### src/rtl/y86_pkg.sv
// ---------------------------------------------------------------------------
// y86_pkg
// Shared Y86 encodings: icodes, status codes, register sentinel, the layout
// of the F->D pipeline register and its bubble value.
// Revision: 1.0
// ---------------------------------------------------------------------------
`default_nettype none

package y86_pkg;

  // Instruction codes (high nibble of the opcode byte)
  localparam logic [3:0] I_HALT   = 4'h0;
  localparam logic [3:0] I_NOP    = 4'h1;
  localparam logic [3:0] I_RRMOVL = 4'h2;
  localparam logic [3:0] I_IRMOVL = 4'h3;
  localparam logic [3:0] I_RMMOVL = 4'h4;
  localparam logic [3:0] I_MRMOVL = 4'h5;
  localparam logic [3:0] I_OPL    = 4'h6;
  localparam logic [3:0] I_JXX    = 4'h7;
  localparam logic [3:0] I_CALL   = 4'h8;
  localparam logic [3:0] I_RET    = 4'h9;
  localparam logic [3:0] I_PUSHL  = 4'hA;
  localparam logic [3:0] I_POPL   = 4'hB;
  localparam logic [3:0] I_IADDL  = 4'hC;

  // Pipeline status codes
  localparam logic [2:0] S_AOK = 3'd1;
  localparam logic [2:0] S_HLT = 3'd2;
  localparam logic [2:0] S_ADR = 3'd3;
  localparam logic [2:0] S_INS = 3'd4;

  // "No register" sentinel
  localparam logic [3:0] RNONE = 4'hF;

  // F->D pipeline register contents
  typedef struct packed {
    logic [2:0]  stat;
    logic [3:0]  icode;
    logic [3:0]  ifun;
    logic [3:0]  ra;
    logic [3:0]  rb;
    logic [31:0] valc;
    logic [31:0] valp;
  } d_reg_t;

  // Bubble loaded into D on reset or on a bubble request
  localparam d_reg_t D_BUBBLE = '{
    stat:  S_AOK,
    icode: I_NOP,
    ifun:  4'h0,
    ra:    RNONE,
    rb:    RNONE,
    valc:  32'h0,
    valp:  32'h0
  };

  // True for jumps and calls, whose next PC is the embedded constant
  function automatic logic predicts_valc(input logic [3:0] icode);
    return (icode == I_JXX) || (icode == I_CALL);
  endfunction

endpackage

`default_nettype wire

### src/rtl/y86_fetch_split.sv
// ---------------------------------------------------------------------------
// y86_fetch_split
// Combinational instruction splitter: decodes the 48-bit instruction window
// at f_pc into icode/ifun/registers/constant, next sequential PC and status.
// Optional feature macro: Y86_IADDL_EN (accept icode C, IADDL).
// Revision: 1.0
// ---------------------------------------------------------------------------
`default_nettype none

module y86_fetch_split
  import y86_pkg::*;
#(
  parameter int IMEM_AW = 11
) (
  input  logic [47:0] inst,
  input  logic [31:0] f_pc,
  output logic [3:0]  icode,
  output logic [3:0]  ifun,
  output logic [3:0]  ra,
  output logic [3:0]  rb,
  output logic [31:0] valc,
  output logic [31:0] valp,
  output logic [2:0]  stat
);

  logic imem_error;
  logic instr_valid;
  logic need_regids;
  logic need_valc;

  // Any address bit at or above the memory width is out of range
  generate
    if (IMEM_AW < 32) begin : g_range_chk
      assign imem_error = |f_pc[31:IMEM_AW];
    end else begin : g_full_range
      assign imem_error = 1'b0;
    end
  endgenerate

  // Field split, instruction classification, constant extraction and status
  always_comb begin
    icode       = imem_error ? I_NOP : inst[47:44];
    ifun        = imem_error ? 4'h0  : inst[43:40];
    instr_valid = 1'b0;
    need_regids = 1'b0;
    need_valc   = 1'b0;

    case (icode)
      I_HALT, I_NOP, I_RET: begin
        instr_valid = 1'b1;
      end
      I_RRMOVL, I_OPL, I_PUSHL, I_POPL: begin
        instr_valid = 1'b1;
        need_regids = 1'b1;
      end
      I_IRMOVL, I_RMMOVL, I_MRMOVL: begin
        instr_valid = 1'b1;
        need_regids = 1'b1;
        need_valc   = 1'b1;
      end
      I_JXX, I_CALL: begin
        instr_valid = 1'b1;
        need_valc   = 1'b1;
      end
`ifdef Y86_IADDL_EN
      I_IADDL: begin
        instr_valid = 1'b1;
        need_regids = 1'b1;
        need_valc   = 1'b1;
      end
`endif
      default: begin
        instr_valid = 1'b0;
      end
    endcase

    ra = need_regids ? inst[39:36] : RNONE;
    rb = need_regids ? inst[35:32] : RNONE;

    // Little-endian constant starts right after the opcode or register byte
    if (!need_valc) begin
      valc = 32'h0;
    end else if (need_regids) begin
      valc = {inst[7:0], inst[15:8], inst[23:16], inst[31:24]};
    end else begin
      valc = {inst[15:8], inst[23:16], inst[31:24], inst[39:32]};
    end

    valp = f_pc + 32'd1 + {31'd0, need_regids} + (need_valc ? 32'd4 : 32'd0);

    if (imem_error) begin
      stat = S_ADR;
    end else if (!instr_valid) begin
      stat = S_INS;
    end else if (icode == I_HALT) begin
      stat = S_HLT;
    end else begin
      stat = S_AOK;
    end
  end

endmodule

`default_nettype wire

### src/rtl/y86_fetch.sv
// ---------------------------------------------------------------------------
// y86_fetch
// Y86 pipeline fetch stage: PC selection, next-PC prediction, predicted-PC
// register and the F->D pipeline register with stall/bubble control.
// Optional feature macro: Y86_IADDL_EN (handled in y86_fetch_split).
// Revision: 1.0
// ---------------------------------------------------------------------------
`default_nettype none

module y86_fetch
  import y86_pkg::*;
#(
  parameter int          IMEM_AW  = 11,
  parameter logic [31:0] RESET_PC = 32'h0
) (
  input  logic        clk,
  input  logic        reset,
  input  logic [47:0] inst,
  input  logic        F_stall,
  input  logic        D_stall,
  input  logic        D_bubble,
  input  logic [3:0]  M_icode,
  input  logic        M_Cnd,
  input  logic [31:0] M_valA,
  input  logic [3:0]  W_icode,
  input  logic [31:0] W_valM,
  output logic [31:0] f_pc,
  output logic [2:0]  D_stat,
  output logic [3:0]  D_icode,
  output logic [3:0]  D_ifun,
  output logic [3:0]  D_rA,
  output logic [3:0]  D_rB,
  output logic [31:0] D_valC,
  output logic [31:0] D_valP
);

  logic [31:0] F_predPC;
  logic [31:0] pred_pc;
  d_reg_t      dec;
  d_reg_t      d_q;

  y86_fetch_split #(
    .IMEM_AW (IMEM_AW)
  ) u_split (
    .inst  (inst),
    .f_pc  (f_pc),
    .icode (dec.icode),
    .ifun  (dec.ifun),
    .ra    (dec.ra),
    .rb    (dec.rb),
    .valc  (dec.valc),
    .valp  (dec.valp),
    .stat  (dec.stat)
  );

  // Fetch address: mispredicted branch first, then return address, else prediction
  always_comb begin
    if ((M_icode == I_JXX) && !M_Cnd) begin
      f_pc = M_valA;
    end else if (W_icode == I_RET) begin
      f_pc = W_valM;
    end else begin
      f_pc = F_predPC;
    end
  end

  // Jumps and calls are predicted taken; everything else falls through
  always_comb begin
    pred_pc = predicts_valc(dec.icode) ? dec.valc : dec.valp;
  end

  // Predicted-PC register, frozen by F_stall
  always_ff @(posedge clk or posedge reset) begin
    if (reset) begin
      F_predPC <= RESET_PC;
    end else if (!F_stall) begin
      F_predPC <= pred_pc;
    end
  end

  // F->D register: stall holds (and overrides bubble), bubble inserts a NOP
  always_ff @(posedge clk or posedge reset) begin
    if (reset) begin
      d_q <= D_BUBBLE;
    end else if (D_stall) begin
      d_q <= d_q;
    end else if (D_bubble) begin
      d_q <= D_BUBBLE;
    end else begin
      d_q <= dec;
    end
  end

  assign D_stat  = d_q.stat;
  assign D_icode = d_q.icode;
  assign D_ifun  = d_q.ifun;
  assign D_rA    = d_q.ra;
  assign D_rB    = d_q.rb;
  assign D_valC  = d_q.valc;
  assign D_valP  = d_q.valp;

endmodule

`default_nettype wire

### config.mk
export PLATFORM = sky130hd
export DESIGN_NAME = y86_fetch
export DESIGN_NICKNAME = d
export VERILOG_FILES = /design/src/rtl/y86_pkg.sv /design/src/rtl/y86_fetch_split.sv /design/src/rtl/y86_fetch.sv
export SDC_FILE = /design/constraint.sdc
export NUM_CORES = 1
export LEC_CHECK = 0
export ABC_AREA = 1
export CORE_MARGIN = 2
export CORE_UTILIZATION = 50
export CTS_BUF_LIST = sky130_fd_sc_hd__clkbuf_2
export CTS_CLUSTER_DIAMETER = 80
export DETAILED_ROUTE_END_ITERATION = 7
export PLACE_DENSITY = 0.85
export SETUP_SLACK_MARGIN = 0.1
export SYNTH_ARGS = -nofsm -noshare
export SYNTH_HDL_FRONTEND = slang
export SYNTH_SLANG_ARGS = --single-unit
### constraint.sdc
create_clock -name clk -period 6.5 [get_ports clk]
set_input_delay 1.3 -clock clk [delete_from_list [all_inputs] [get_ports clk]]
set_output_delay 1.3 -clock clk [all_outputs]
set_load 0.01 [all_outputs]
# After elaboration in Yosys (flattened, before gate mapping)
# Cells that the tools add are included.
[word_totals]
reg_bits = 115
in_bits = 126
out_inout_bits = 115
elab_cells = 49
[op_classes]
add_sub_neg = 3
eq_ne = 13
muxes = 17
n_reduce_logical = 8
[ops]
columns = ["cell", "n"]
rows = [
  ["2-to-1 mux 32 bit", 5],
  ["2-to-1 mux 83 bit", 1],
  ["adder 32 x 1 -> 32 bit", 1],
  ["adder 32 x 1 -> 32 bit, second input constant", 1],
  ["adder 32 bit", 1],
  ["OR reduction 21 bit", 1],
  ["== test 4 x 3 -> 1 bit, second input constant", 5],
  ["== test 4 bit, second input constant", 5],
  ["2-to-1 mux 4 bit", 4],
  ["OR reduction 12 bit", 1],
  ["2-to-1 mux 3 bit", 3],
  ["== test 4 x 2 -> 1 bit, second input constant", 2],
  ["OR reduction 7 bit", 1],
  ["OR reduction 5 bit", 1],
  ["== test 4 x 1 -> 1 bit, second input constant", 1],
  ["logical NOT 4 bit", 1],
  ["2-to-1 mux 1 bit", 3],
  ["2-to-1 mux 2 bit", 1],
  ["logical AND 1 bit", 1],
  ["logical NOT 1 bit", 1],
  ["logical OR 1 bit", 1],
]

# Longest topological paths before layout
# Gate-level depths: netlist (run 1).
[depth]
depth_word = 11
depth_mapped = 35
mapped_depth_nobuf = 34

# By module
# From an unflattened synthesis (run 1), not the netlist that was laid out.
[hier_totals]
hier_cells = 1099
hier_area_um2 = 7918.8
[modules_own_cells]
columns = ["mod", "instances", "cells_each", "area_per_inst_um2", "seq_area_each_um2"]
rows = [
  ["y86_fetch", 1, 757, 5866.9, 2890.3],
  ["y86_fetch_split", 1, 342, 2052.0, 0.0],
]

# Least setup slack after synthesis (run 1)
# OpenSTA, ideal clock, no wires.
[synth_path]
path_type = "input to register"
start = "in M_icode[1]"
end = "reg F_predPC[29]"
setup_ns = 0.116
arrival_time_ns = 4.711
t_required_ns = 6.384
setup_slack_ns = 1.673
path_stages = 31
n_path_buf = 3
cell_sequence = "nand2_1 > nor2_4 > nand2_4 > buf_6 > nand3_1 > nand2_2 > nor2_1 > nand3_1 > nor2_2 > buf_6 > o211ai_1 > nand2_2 > nand2_4 > nor2_4 > nand2_8 > buf_6 > ha_1 > nand2_1 > or2_1 > nand2_1 > inv_1 > nor2_1 > inv_1 > nor2_1 > nand2_1 > nand2_1 > nand2_1 > o21ai_0 > inv_1 > nand2_1 > nand2_1"
[synth_between]
elab_chain_len = 11
word_cells_on_any_way = 26
cone_classes = "3 x add/sub; 10 x eq/ne; 8 x mux; 5 x reduce/logical"
[synth_lines]
columns = ["item", "line_no", "source"]
rows = [
  ["start, declared", "y86_fetch.sv:22", "input logic [3:0] M_icode,"],
  ["== test 4 x 3 -> 1 bit (*)", "y86_fetch.sv:58", "if ((M_icode == I_JXX) && !M_Cnd) begin"],
  ["logical AND 1 bit (*)", "y86_fetch.sv:58", ""],
  ["2-to-1 mux 32 bit (*)", "y86_fetch.sv:58", ""],
  ["via f_pc[15]", "y86_fetch.sv:27", "output logic [31:0] f_pc,"],
  ["OR reduction 21 bit", "y86_fetch_split.sv:34", "assign imem_error = |f_pc[31:IMEM_AW];"],
  ["2-to-1 mux 4 bit", "y86_fetch_split.sv:42", "icode = imem_error ? I_NOP : inst[47:44];"],
  ["== test 4 x 2 -> 1 bit (tied with other cells)", "y86_fetch_split.sv:48", "case (icode)"],
  ["OR reduction 7 bit (no source line) / OR reduction 5 bit (equally long branches)", "n/a", ""],
  ["2-to-1 mux 1 bit", "y86_fetch_split.sv:48", ""],
  ["adder 32 x 1 -> 32 bit (tied with other cells)", "y86_fetch_split.sv:89", "valp = f_pc + 32'd1 + {31'd0, need_regids} + (need_valc ? 32'd4 : 32'd0);"],
  ["adder 32 bit / 2-to-1 mux 32 bit (equally long branches)", "y86_fetch_split.sv:89, y86_fetch_split.sv:81", ""],
  ["2-to-1 mux 32 bit (*)", "y86_fetch.sv:69", "pred_pc = predicts_valc(dec.icode) ? dec.valc : dec.valp;"],
  ["end signal, assigned", "y86_fetch.sv:77", "F_predPC <= pred_pc;"],
  ["end, declared", "y86_fetch.sv:37", "logic [31:0] F_predPC;"],
]
# Mark *: on every way through the listed nets, which the timed path passes. The rest lies on a longest branch.
# A chain may end at the register's enable or synchronous reset.

# Final worst setup path (run 1)
[layout_path]
start = "in M_icode[1]"
end = "reg F_predPC[26]"
[layout_between]
elab_chain_len = 11
word_cells_on_any_way = 26
cone_classes = "3 x add/sub; 10 x eq/ne; 8 x mux; 5 x reduce/logical"
[layout_lines]
columns = ["item", "line_no"]
rows = [
  ["== test 4 x 3 -> 1 bit (*)", "y86_fetch.sv:58"],
  ["logical AND 1 bit (*)", "y86_fetch.sv:58"],
  ["2-to-1 mux 32 bit (*)", "y86_fetch.sv:58"],
  ["OR reduction 21 bit", "y86_fetch_split.sv:34"],
  ["2-to-1 mux 4 bit", "y86_fetch_split.sv:42"],
  ["== test 4 x 2 -> 1 bit (tied with other cells)", "y86_fetch_split.sv:48"],
  ["OR reduction 7 bit (no source line) / OR reduction 5 bit (equally long branches)", "n/a"],
  ["2-to-1 mux 1 bit", "y86_fetch_split.sv:48"],
  ["adder 32 x 1 -> 32 bit (tied with other cells)", "y86_fetch_split.sv:89"],
  ["adder 32 bit / 2-to-1 mux 32 bit (equally long branches)", "y86_fetch_split.sv:89, y86_fetch_split.sv:81"],
  ["2-to-1 mux 32 bit (*)", "y86_fetch.sv:69"],
]
# Every way passes the cells marked *; elsewhere a longest branch is shown, timed or not.

==> results.py, run 1 <==
metrics = {
    "logic_synthesis": {
        "synth.net_count": 1201,
        "yosysSeqAreaShare_pct": 37.3,
        "synthCells": 1071,
        "netlist-cell-type-count": 42,
        "synth.avg_cell_area_um2": 7.23,
        "synth.cell_area_um2": 7740,
        "ys_seq_elements": 115,
        "yosys_warnings": 0,
    },
    "placement": {
        "portBuffers": 240,
        "place.detailed.instances": 1461,
        "dpl-instance-area_um2": 10200,
        "detailed_place_hpwl_mm": 21.2,
        "place_congestion": 1.00,
    },
    "route": {
        "vias_post_dr": 8102,
        "postRouteWirelength_mm": 27.7,
        "avgRoutedWirePerCell_um": 18.6,
        "drt.antenna.violating_nets": 0,
        "detail_route.drc_violations": 0,
        "drt_first_iter_violations": 699,
        "route.detailed.vias_per_inst": 5.43,
        "drtPass1Iterations": 5,
    },
    "global_route": {
        "maximum_number_of_pins_on_one_net_before_global_route_repair": 82,
        "grt_pass1_wl_mm": 42.5,
        "grt.overflow.total": 0,
        "global_route.usage.total_pct": 33.7,
        "gr-usage-met2_pct": 56.2,
        "met1_demand_to_capacity_share_in_global_routing_pct": 44.7,
        "busiest_layer": "met2",
        "grt_pass1_vias": 7768,
        "grt_antenna_before_repair": 0,
        "grt.met3_usage_pct": 5.32,
    },
    "power_and_ir_drop": {
        "power_leakage_nw": 5.02,
        "ir_worst_vdd_mv": 0.158,
        "power_mw": 2.15,
        "power_density_nw_per_um2": 205,
    },
    "timing": {
        "fin_hold_ws_ns": 0.501,
        "timing.final.hold_violations": 0,
        "achievable-frequency_mhz": 179,
        "setup_tns_ns": 0,
        "max_slew_margin_pct": 32.6,
        "tightest_slew_ns": 1.01,
        "fin_worst_skew_ns": 0.0257,
        "final-setup-viol-count": 0,
        "slew_viol_final": 0,
        "part_of_the_cycle_the_worst_path_needs_pct": 85.9,
        "layout_min_cycle_time_ns": 5.58,
        "setup_repair_after_global_routing_missed_its_margin": "false",
    },
    "die": {
        "rows": 45,
        "chipWidth_um": 128,
        "die-height_um": 128,
        "floorplan.initialDensity_pct": 51.1,
        "design.die.area_um2": 16500,
        "core-area_um2": 15100,
        "ioPinCount": 241,
    },
    "worst_setup_path": {
        "critPathLaunchType": "primary input",
        "endpoint_kind": "register",
        "crit-reg2reg-launch": "F_predPC[20]",
        "crit_path_frequent_cell": "sky130_fd_sc_hd__nand2_1",
        "rrSetupSlack_ns": 2.19,
        "critical_path.slowest_cell": "sky130_fd_sc_hd__clkdlybuf4s50_1",
        "worst_path_largest_cell_delay_ns": 0.46,
        "worst-path-max-fanout": 26,
        "path_delay_family": "simple AND/OR/NAND/NOR gates",
        "critical_path_required_ns": 7.15,
        "cp_num_buf_inv": 7,
        "critical_path_class": "in -> reg",
        "startpoint": "M_icode[1]",
        "cp_data_arrival_time_ns": 6.23,
    },
    "clock_network": {
        "numClockSinks": 115,
        "number_of_buffers_created_by_cts": 17,
        "cell_chosen_for_the_clock_root": "sky130_fd_sc_hd__clkbuf_2",
        "cts_tree": "yes",
        "cts_hold_buffers": 0,
        "clock_path_buffers": 2,
        "cts_htree_levels": 4,
        "clock_latency_ns": 0.74,
        "cts.reportedPaths.clkPinSlew_ns": 0.20,
        "cts_resized": 0,
        "post-cts-setup-buffers": 0,
    },
    "finish": {
        "number_of_nets_at_the_end_of_the_flow": 1422,
        "areaGrowthSynthToFinish_pct": 35.4,
        "layout-drive-gt1-share_pct": 11.6,
        "antenna_cells": 0,
        "stdcell_count": 1493,
        "post-route-cell-area_um2": 10500,
    },
    "flow_run": {
        "drv_cap": 0,
    },
    "worst_hold_path": {
        "beginning_of_the_worst_hold_path": "F_predPC[5]",
        "hold_class": "reg -> reg",
    },
    "run_status": {
        "outcome": "finished, final reports clean",
    },
}
[path summary, 6_finish.rpt]
path	to	cells after the start
worst max register to register	F_predPC[26]	30
worst max-delay path	F_predPC[26]	32
max in group asynchronous	D_valP[20]	3
min in group asynchronous	D_valC[9]	2
worst min register to register	F_predPC[5]	2
worst min-delay path	F_predPC[5]	2
[kinds of logic after synthesis]
| logic type | count (synthesis) | share of synthesized area, % |
|---|---|---|
| fa+ha+maj | 4 | 0.647 |
| compound gates | 128 | 10.5 |
| xor+xnor | 26 | 2.94 |
| buf+inv | 202 | 11.2 |
| simple gates | 596 | 37.3 |
| flops | 115 | 37.3 |
[routing by layer]
metal / part of all wire [%] / routed length (um)
met5: 0 / 0
met4: 2.9 / 818
met3: 5.8 / 1600
met2: 48 / 13400
met1: 43 / 11900
[sequential cells by signal, summed over array words and instances, names as in the netlist]
signal    count
D_stat        3
D_valP       32
D_ifun        4
D_rB          4
D_valC       32
D_rA          4
F_predPC     32
D_icode       4
[worst reg2reg max path, delay by kind of cell, from the launching register on]
kind,cells,cell delay (ns)
AO/OA/AOI/OAI,2,0.39
adder cells (fa/ha/maj),2,0.36
buffers and inverters,7,0.60
flip-flops,1,0.43
AND/OR/NAND/NOR,19,2.45
[placed cells by master, fill, tap and decap left out, drive strengths merged, types with 3 or more instances in the layout]
cell,synthesis,layout
nand2,338,338
clkdlybuf4s50,0,239
inv,144,150
nand3,132,132
dfrtp,105,105
nor2,86,86
o21ai,76,76
a22o,32,32
xor2,20,20
buf,31,20
nand3b,17,17
clkbuf,26,17
dfstp,10,10
a31oi,10,10
nand4,8,8
or2,7,7
xnor2,6,6
nor3,6,6
a21oi,5,5
ha,4,4
clkinv,1,4
o211ai,3,3
bufinv,0,3
clkinvlp,0,3
[power breakdown]
part / switching (mW) / internal (mW)
sequential: 0.0462 / 0.789
clock: 0.338 / 0.226
combinational: 0.416 / 0.336
[through the flow]
step / worst slack (ns) / utilization (%)
floorplan: 1.67 / -
global placement: 0.419 / 67.3
detailed placement: 0.280 / 67.3
CTS: 1.09 / 69.2
global route: 0.538 / 69.2
finish: 0.919 / 69.2
[area by class of cell]
type | instances | area [um^2]
fill | 1324 | 4670
multi-input combinational | 754 | 3980
sequential | 115 | 2890
timing repair buffer | 259 | 2540
inverter | 145 | 547
tap | 188 | 235
clock inverter | 15 | 196
clock buffer | 17 | 85.1
[synth_stat cells (all sizes together)]
cell    number  area share (%)
nand2      338              17
inv        144             7.0
nand3      132              12
dfrtp      105              34
nor2        86             4.9
o21ai       76             5.1
a22o        32             3.6
buf         31             2.9
clkbuf      26             1.3
xor2        20             2.3
nand3b      17             1.6
a31oi       10            0.89
dfstp       10             3.4
nand4        8            0.73
or2          7            0.57
nor3         6            0.39
xnor2        6            0.68
a21oi        5            0.47
ha           4            0.65
o211ai       3            0.29
a32o         1            0.13
and2         1           0.081
clkinv       1           0.048
nor4         1           0.081
o22ai        1           0.081
Power figures use the tool's default switching activity.
==> run 2: changes to the inputs <==
==> constraint.sdc (replaced) <==
create_clock -name clk -period 6.5 [get_ports clk]
set_input_delay 0.975 -clock clk [delete_from_list [all_inputs] [get_ports clk]]
set_output_delay 0.975 -clock clk [all_outputs]
set_load 0.01 [all_outputs]
==> run 2 against run 1 <==
  * Combinational power up 0.5%
  * Largest power group unchanged
  * Flip-flop and latch count did not move
  * Global-route usage about the same
  * Critical path depth grew 1
  * Largest cell class unchanged
==> results.py, run 2 (synthesis results as in run 1) <==
metrics = {
    "power_and_ir_drop": {
        "power_density_nw_per_um2": 203,
        "power.share.combinational_pct": 35.7,
        "intPower_mw": 1.33,
        "power_leakage_nw": 4.98,
        "power.clock.fraction_pct": 24.7,
        "ir_worst_vdd_mv": 0.103,
        "power_frac_seq_pct": 39.5,
        "net-switching-power_mw": 0.783,
        "netSwitchingFraction_pct": 37.0,
    },
    "worst_setup_path": {
        "worst-path-max-fanout": 26,
        "crit-reg2reg-launch": "F_predPC[13]",
        "critPathLaunchType": "primary input",
        "worst_path_largest_cell_delay_ns": 0.48,
        "startpoint": "M_icode[0]",
        "crit_path_frequent_cell": "sky130_fd_sc_hd__nand2_1",
        "critical_path_required_ns": 7.12,
        "critical_path.slowest_cell": "sky130_fd_sc_hd__clkdlybuf4s50_1",
        "cp_data_arrival_time_ns": 6.05,
        "critical_path_class": "in -> reg",
        "endpoint_kind": "register",
    },
    "route": {
        "route.detailed.vias_per_inst": 5.53,
        "detail_route.drc_violations": 0,
        "drtPass1Iterations": 6,
        "avgRoutedWirePerCell_um": 18.8,
        "postRouteWirelength_mm": 27.9,
        "vias_post_dr": 8217,
        "drt_first_iter_violations": 873,
        "drt.antenna.violating_nets": 0,
    },
    "clock_network": {
        "cts_hold_buffers": 0,
        "clock_path_buffers": 2,
        "post-cts-setup-buffers": 0,
        "cts_resized": 0,
        "numClockSinks": 115,
        "cell_chosen_for_the_clock_root": "sky130_fd_sc_hd__clkbuf_2",
        "cts_htree_levels": 4,
        "cts_tree": "yes",
        "clock_latency_ns": 0.71,
        "number_of_buffers_created_by_cts": 17,
        "cts.reportedPaths.clkPinSlew_ns": 0.18,
    },
    "finish": {
        "most-common-layout-cells": "sky130_fd_sc_hd__nand2_1, sky130_fd_sc_hd__clkdlybuf4s50_1, sky130_fd_sc_hd__inv_1, sky130_fd_sc_hd__dfrtp_1, sky130_fd_sc_hd__nand3_1",
        "antenna_cells": 0,
        "fillerInstances": 1310,
        "layout-drive-gt1-share_pct": 11.1,
        "layout_commonest_cell": "sky130_fd_sc_hd__nand2_1",
        "number_of_nets_at_the_end_of_the_flow": 1416,
        "stdcell_count": 1487,
        "areaGrowthSynthToFinish_pct": 34.4,
        "post-route-cell-area_um2": 10400,
    },
    "timing": {
        "layout_min_cycle_time_ns": 5.43,
        "setup_repair_after_global_routing_missed_its_margin": "false",
        "timing.final.hold_violations": 0,
        "part_of_the_cycle_the_worst_path_needs_pct": 83.5,
        "achievable-frequency_mhz": 184,
        "max_slew_margin_pct": 36.1,
        "fin_worst_skew_ns": 0.0219,
        "slew_viol_final": 0,
        "setup_tns_ns": 0,
        "final-setup-viol-count": 0,
        "tightest_slew_ns": 0.957,
    },
    "placement": {
        "detailed_place_hpwl_mm": 21.2,
        "portBuffers": 240,
        "dpl-instance-area_um2": 10100,
        "place_congestion": 1.05,
        "place.detailed.instances": 1455,
    },
    "global_route": {
        "grt_pass1_wl_mm": 42.6,
        "maximum_number_of_pins_on_one_net_before_global_route_repair": 76,
        "grt_antenna_before_repair": 1,
        "grt.overflow.total": 0,
        "grt_pass1_vias": 7773,
        "global_route.usage.total_pct": 33.7,
    },
    "worst_hold_path": {
        "beginning_of_the_worst_hold_path": "F_predPC[6]",
        "hold_class": "reg -> reg",
    },
    "die": {
        "rows": 45,
        "die-height_um": 128,
        "floorplan.initialDensity_pct": 51.1,
        "design.die.area_um2": 16500,
        "core-area_um2": 15100,
        "chipWidth_um": 128,
        "ioPinCount": 241,
    },
    "flow_run": {
        "drv_cap": 0,
    },
    "run_status": {
        "outcome": "finished, final reports clean",
    },
}
run 2: worst paths after layout:
path	endpoint	slack, ns	depth (start not counted)
worst max-delay path	F_predPC[26]	1.07	33
worst min-delay path	F_predPC[6]	0.50	2
worst max register to register	F_predPC[26]	2.05	30
worst min register to register	F_predPC[6]	0.50	2
max in group asynchronous	D_valP[23]	4.50	3
min in group asynchronous	D_valC[2]	0.71	2
run 2: metal layers:
metal | wire (um) | share of wire (%) | GRT usage (%) | vias to the layer above
met5 | 13 | 0.047 | 0 | -
met4 | 1200 | 4.3 | 13.5 | 2
met3 | 2250 | 8.1 | 5.74 | 94
met2 | 13200 | 47 | 54.8 | 445
met1 | 11300 | 40 | 45.1 | 3835
li1 | - | - | - | 3841
run 2: power by group through the flow:
stage	Combinational, mW	Clock (mW)	Sequential [mW]
finish	0.756	0.523	0.836
global route	0.817	0.556	0.844
CTS	0.749	0.524	0.835
detailed placement	0.745	0	0.848
global placement	0.739	0	0.847
floorplan	0.371	0	0.848
run 2: area by class of cell:
cell class	instances	area [um^2]	area share (%)
multi-input combinational	754	3980	38.3
sequential	115	2890	27.8
timing repair buffer	253	2490	24.0
inverter	145	547	5.26
tap	188	235	2.26
clock inverter	14	160	1.54
clock buffer	18	90.1	0.866
run 2: worst max-delay path, delay by kind of cell:
kind | cells | cell delay [ns]
and+or+nand+nor | 23 | 3.49
buffers and inverters | 7 | 1.03
AOI/OAI and AO/OA | 1 | 0.20
adders and majority gates | 2 | 0.35
run 2: stage by stage:
| step | setup WS (ns) | total power, mW | hold WS [ns] | util [%] |
|---|---|---|---|---|
| floorplan | 2.00 | 1.22 | 0.438 | - |
| global placement | 0.629 | 1.59 | 0.459 | 67.0 |
| detailed placement | 0.463 | 1.59 | 0.463 | 67.0 |
| CTS | 1.25 | 2.11 | 0.503 | 68.7 |
| global route | 0.663 | 2.22 | 0.516 | 68.7 |
| finish | 1.07 | 2.12 | 0.499 | 68.7 |
==> edit 1, RTL diff (settings of run 2) <==
`IMEM_AW` is set to 11 in 2 places; all go to 10.
--- a/src/rtl/y86_fetch_split.sv
+++ b/src/rtl/y86_fetch_split.sv
@@ -12,3 +12,3 @@
 #(
-  parameter int IMEM_AW = 11
+  parameter int IMEM_AW = 10
 ) (
--- a/src/rtl/y86_fetch.sv
+++ b/src/rtl/y86_fetch.sv
@@ -12,3 +12,3 @@
 #(
-  parameter int          IMEM_AW  = 11,
+  parameter int          IMEM_AW  = 10,
   parameter logic [31:0] RESET_PC = 32'h0
Formal check against the unedited RTL: not equivalent (Yosys sat finds a counterexample within 4 cycles, from zero or initial values and one cycle with reset high).
==> edit 1 against run 2 <==
  * Synthesized area fell by 3.0%
  * Synthesized cell count barely moved
  * Critical path depth fell by 5
  * Routed wire length up 1.1%
  * Power grew 1.0%
  * Sequential cell count is the same
  * Setup slack better by 0.076 ns
  * Non-clock buffer count grew 3
  * Clock skew increased by 0.0068 ns
  * Global-route usage grew 1.8 points
  * Cell area down 1.6%
  * First-iteration DRC count is 16% lower
  * Largest cell class unchanged
  * Highest routed layer is now met4
==> edit 1: results <==
drt:
  top_layer: "met4"
  wl_met1_um: 11700
  num_vias: 8279
  drt_iter0_drc: 729
  wl_per_cell_um: 19.0
  route.met2.wl_um: 12800
  drt_pre_antenna_iters: 5
  dr_wl_met3_um: 2280
clock_network:
  clk_latency_ns: 0.70
  cts-resized-gates: 0
  cts_inserted_buffers: 17
  post-cts-setup-buffer-count: 0
  clock-root-buffer: "clkbuf_2"
synth:
  ys_top_cells_by_area: "dfrtp_1, nand2_1, nand3_1"
  synthTopCellsByCount: "nand2_1, inv_1, nand3_1"
  ys_seq_area_share_pct: 38.5
  async_flop_share_pct: 100
  ys.flop_type: "dfrtp_1"
  synth_fp_nets: 1200
  synth_edf_count: 0
  synth_cell_types: 39
setup_path:
  crit_path_top_delay_cell: "clkdlybuf4s50_1"
  cpPeakStageDelay_ns: 0.47
  crit_path_max_fanout: 20
  reg2regPathDepth: 25
  arrival_ns: 6.01
  cp_top_family: "simple AND/OR/NAND/NOR gates"
grt:
  grt_util_met1_pct: 47.8
  use_met2_pct: 55.4
  grt_pass1_wl_um: 43900
  grt_pass1_vias: 8002
  antenna_found_initial: 0
  track_usage_pct: 35.5
  use_met3_pct: 6.37
  gr-max-usage-layer: "met2"
timing:
  finalMaxSlewViolations: 0
  worst_slew_pin_slew_ns: 0.911
  fin_skew_ns: 0.0287
power_and_ir_drop:
  leakage_nw: 4.92
  p_sw_share_pct: 36.1
  pwr-share-clk_pct: 26.0
  peakVddDrop_mv: 0.126
  p_seq_share_pct: 39.1
cells_and_area:
  drive_gt1_share_pct: 7.92
  area_growth_syn_to_layout_pct: 36.3
  final_nets: 1418
  nFillCells: 1277
placement:
  portBuffers: 240
  place.detailed.hpwl_um: 21800
  postPlaceCellArea_mm2: 0.00996
  gp_congestion: 1.01
outcome:
  status: "finished clean"
min_path:
  hp-class: "flop to flop"
## edit 1: changes by cell type after synthesis, sizes merged, moves of 4 or more
cell | before | now
nor2 | 86 | 73
nand3 | 132 | 139
inv | 144 | 149
nand2 | 338 | 333
nand3b | 17 | 12
nor3 | 6 | 11
xor2 | 20 | 25
xnor2 | 6 | 2
## edit 1: area by class of cell
type                       instances  area (um^2)  share of cell area (%)
multi-input combinational        748         3760                    36.7
tap                              184          230                    2.25
clock inverter                    14          185                    1.81
clock buffer                      18         90.1                   0.880
sequential                       115         2890                    28.2
inverter                         150          566                    5.53
timing repair buffer             256         2520                    24.6
## edit 1: per-stage QoR
| step | setup WS [ns] | instances | total power, mW |
|---|---|---|---|
| final | 1.15 | 1485 | 2.14 |
| after floorplan | 2.02 | 1070 | 1.21 |
| after detailed placement | 0.487 | 1453 | 1.59 |
| after global routing | 0.590 | 1485 | 2.24 |
| after CTS | 1.23 | 1485 | 2.13 |
| after global placement | 0.638 | 1453 | 1.58 |
## edit 1: final timing paths
kind                              start           end  slack, ns
setup / recovery             M_icode[1]  F_predPC[27]       1.15
hold / removal              F_predPC[0]   F_predPC[0]       0.50
setup reg to reg           F_predPC[13]  F_predPC[27]       2.21
hold reg to reg             F_predPC[0]   F_predPC[0]       0.50
max in group asynchronous         reset    D_valP[12]       4.52
min in group asynchronous         reset    D_valP[24]       0.79
## edit 1: cells by family (layout without fill, tap and decap cells)
| logic type | count (synthesis) | after routing | share of synthesized area (%) |
|---|---|---|---|
| xor+xnor | 27 | 27 | 3.15 |
| compound gates | 131 | 131 | 10.8 |
| simple gates | 586 | 586 | 35.3 |
| buf+inv | 207 | 438 | 11.5 |
| flops | 115 | 115 | 38.5 |
| fa+ha+maj | 4 | 4 | 0.666 |
==> edit 2, RTL diff (flow settings as in run 2) <==
Without the edit above. Reset style: synchronous (`reset`), changed in 2 clocked blocks.
--- a/src/rtl/y86_fetch.sv
+++ b/src/rtl/y86_fetch.sv
@@ -72,3 +72,3 @@
   // Predicted-PC register, frozen by F_stall
-  always_ff @(posedge clk or posedge reset) begin
+  always_ff @(posedge clk) begin
     if (reset) begin
@@ -81,3 +81,3 @@
   // F->D register: stall holds (and overrides bubble), bubble inserts a NOP
-  always_ff @(posedge clk or posedge reset) begin
+  always_ff @(posedge clk) begin
     if (reset) begin
Behaviour: differs if reset is asserted again (counterexample within 4 cycles, from zero or initial values and one cycle with reset high); with reset held inactive, the same outputs for 4 cycles.
==> edit 2 against run 2 <==
  * Synthesized area fell by 2.3%
  * Largest cell class unchanged
  * Worst hold slack got worse by 0.022 ns
  * Synthesized cell count rose by 11%
  * Setup slack improved by 0.16 ns
  * Largest power group unchanged
  * Sequential power fell by 12%
  * Sequential share of layout area fell by 4.9 points
  * Combinational power fell by 39%
  * Routed wire length fell by 2.5%
  * Critical endpoint is now F_predPC[26]
  * Sequential cell count did not move
  * Cell area fell by 3.2%
  * Power fell by 19%
  * Die area fell by 2.2%
==> edit 2: results <==
placement:
  dp_slack_ns: 0.555
  gp_congestion: 0.945
  placed_cells: 1549
synth:
  synth_fa_ha_area_share_pct: 0.662
  synthXorXnorAreaFrac_pct: 3.36
  async_flop_share_pct: 0
  avgSynthCellArea_um2: 6.34
  ys_top_cells_by_area: "dfxtp_1, nand2_1, nand3_1"
  synth_cell_types: 41
  ys_seq_area_share_pct: 30.4
  synth_fp_nets: 1324
  synthTopCellsByCount: "nand2_1, inv_1, nand3_1"
  synth_top_area_share_pct: 30.4
drt:
  num_vias: 8602
  wl_per_cell_um: 17.2
  drt_pre_antenna_iters: 7
power_and_ir_drop:
  peakVddDrop_mv: 0.0997
  p_int_mw: 1.16
grt:
  grt_max_degree: 95
  grt_pass1_wl_um: 41800
  grt_pass1_vias: 7969
  antenna_found_initial: 0
  track_usage_pct: 32.7
setup_path:
  r2r_start: "F_predPC[23]"
  arrival_ns: 5.84
  reg2regPathDepth: 27
  reg2reg_slack_ns: 2.49
outcome:
  status: "finished clean"
min_path:
  min_to: "D_valC[31]"
  hp-class: "flop to flop"
  hp-start: "D_valC[31]"
cells_and_area:
  drive_gt1_share_pct: 7.38
  final_cells: 1580
  nFillCells: 1345
timing:
  fin_skew_ns: 0.0183
  worst_slew_pin_slew_ns: 1.08
-- edit 2: layer usage --
metal | global-route usage (%) | routed length [um]
met5 | 0 | 0
met4 | 10.5 | 717
met3 | 5.61 | 2040
met1 | 42.8 | 11700
met2 | 55.3 | 12700
-- edit 2: per-stage QoR --
step                hold WS, ns  total power, mW  area, um^2
finish                    0.477             1.72       10100
global route              0.490             1.79       10100
CTS                       0.475             1.72       10100
detailed placement        0.454             1.20        9810
global placement          0.444             1.20        9810
floorplan                 0.436             1.02        7560
-- edit 2: area by class of cell --
type                    count  share of cell area (%)
repair buffers            247                    24.3
clock inverters            13                    1.65
multi-input cells         858                    42.6
inverters                 145                    5.41
flip-flops and latches    115                    22.9
well taps                 184                    2.29
clock buffers              18                   0.895
-- edit 2: how the worst max path moves through the flow --
stage | endpoint | slack [ns] | depth (start not counted) | startpoint
6_report | F_predPC[26] | 1.24 | 30 | M_icode[0]
4_1_cts | F_predPC[26] | 1.30 | 30 | M_icode[0]
3_3_place_gp | F_predPC[26] | 0.75 | 30 | M_icode[0]
3_5_place_dp | F_predPC[26] | 0.55 | 30 | M_icode[0]
5_1_grt | F_predPC[26] | 0.74 | 30 | M_icode[0]
2_1_floorplan | F_predPC[18] | 2.02 | 30 | M_icode[1]
-- edit 2: critical path, delay by kind of cell --
kind            cells  cell delay [ns]
simple gates       20             3.26
buf+inv             4             0.67
fa+ha+maj           2             0.38
compound gates      3             0.32
xor+xnor            1             0.20
-- edit 2: power by group through the flow --
stage / logic, mW / clock network (mW) / registers, mW
2_1_floorplan: 0.268 / 0 / 0.754
4_1_cts: 0.454 / 0.531 / 0.736
5_1_grt: 0.496 / 0.557 / 0.739
3_3_place_gp: 0.447 / 0 / 0.750
6_report: 0.459 / 0.526 / 0.736
3_5_place_dp: 0.452 / 0 / 0.751
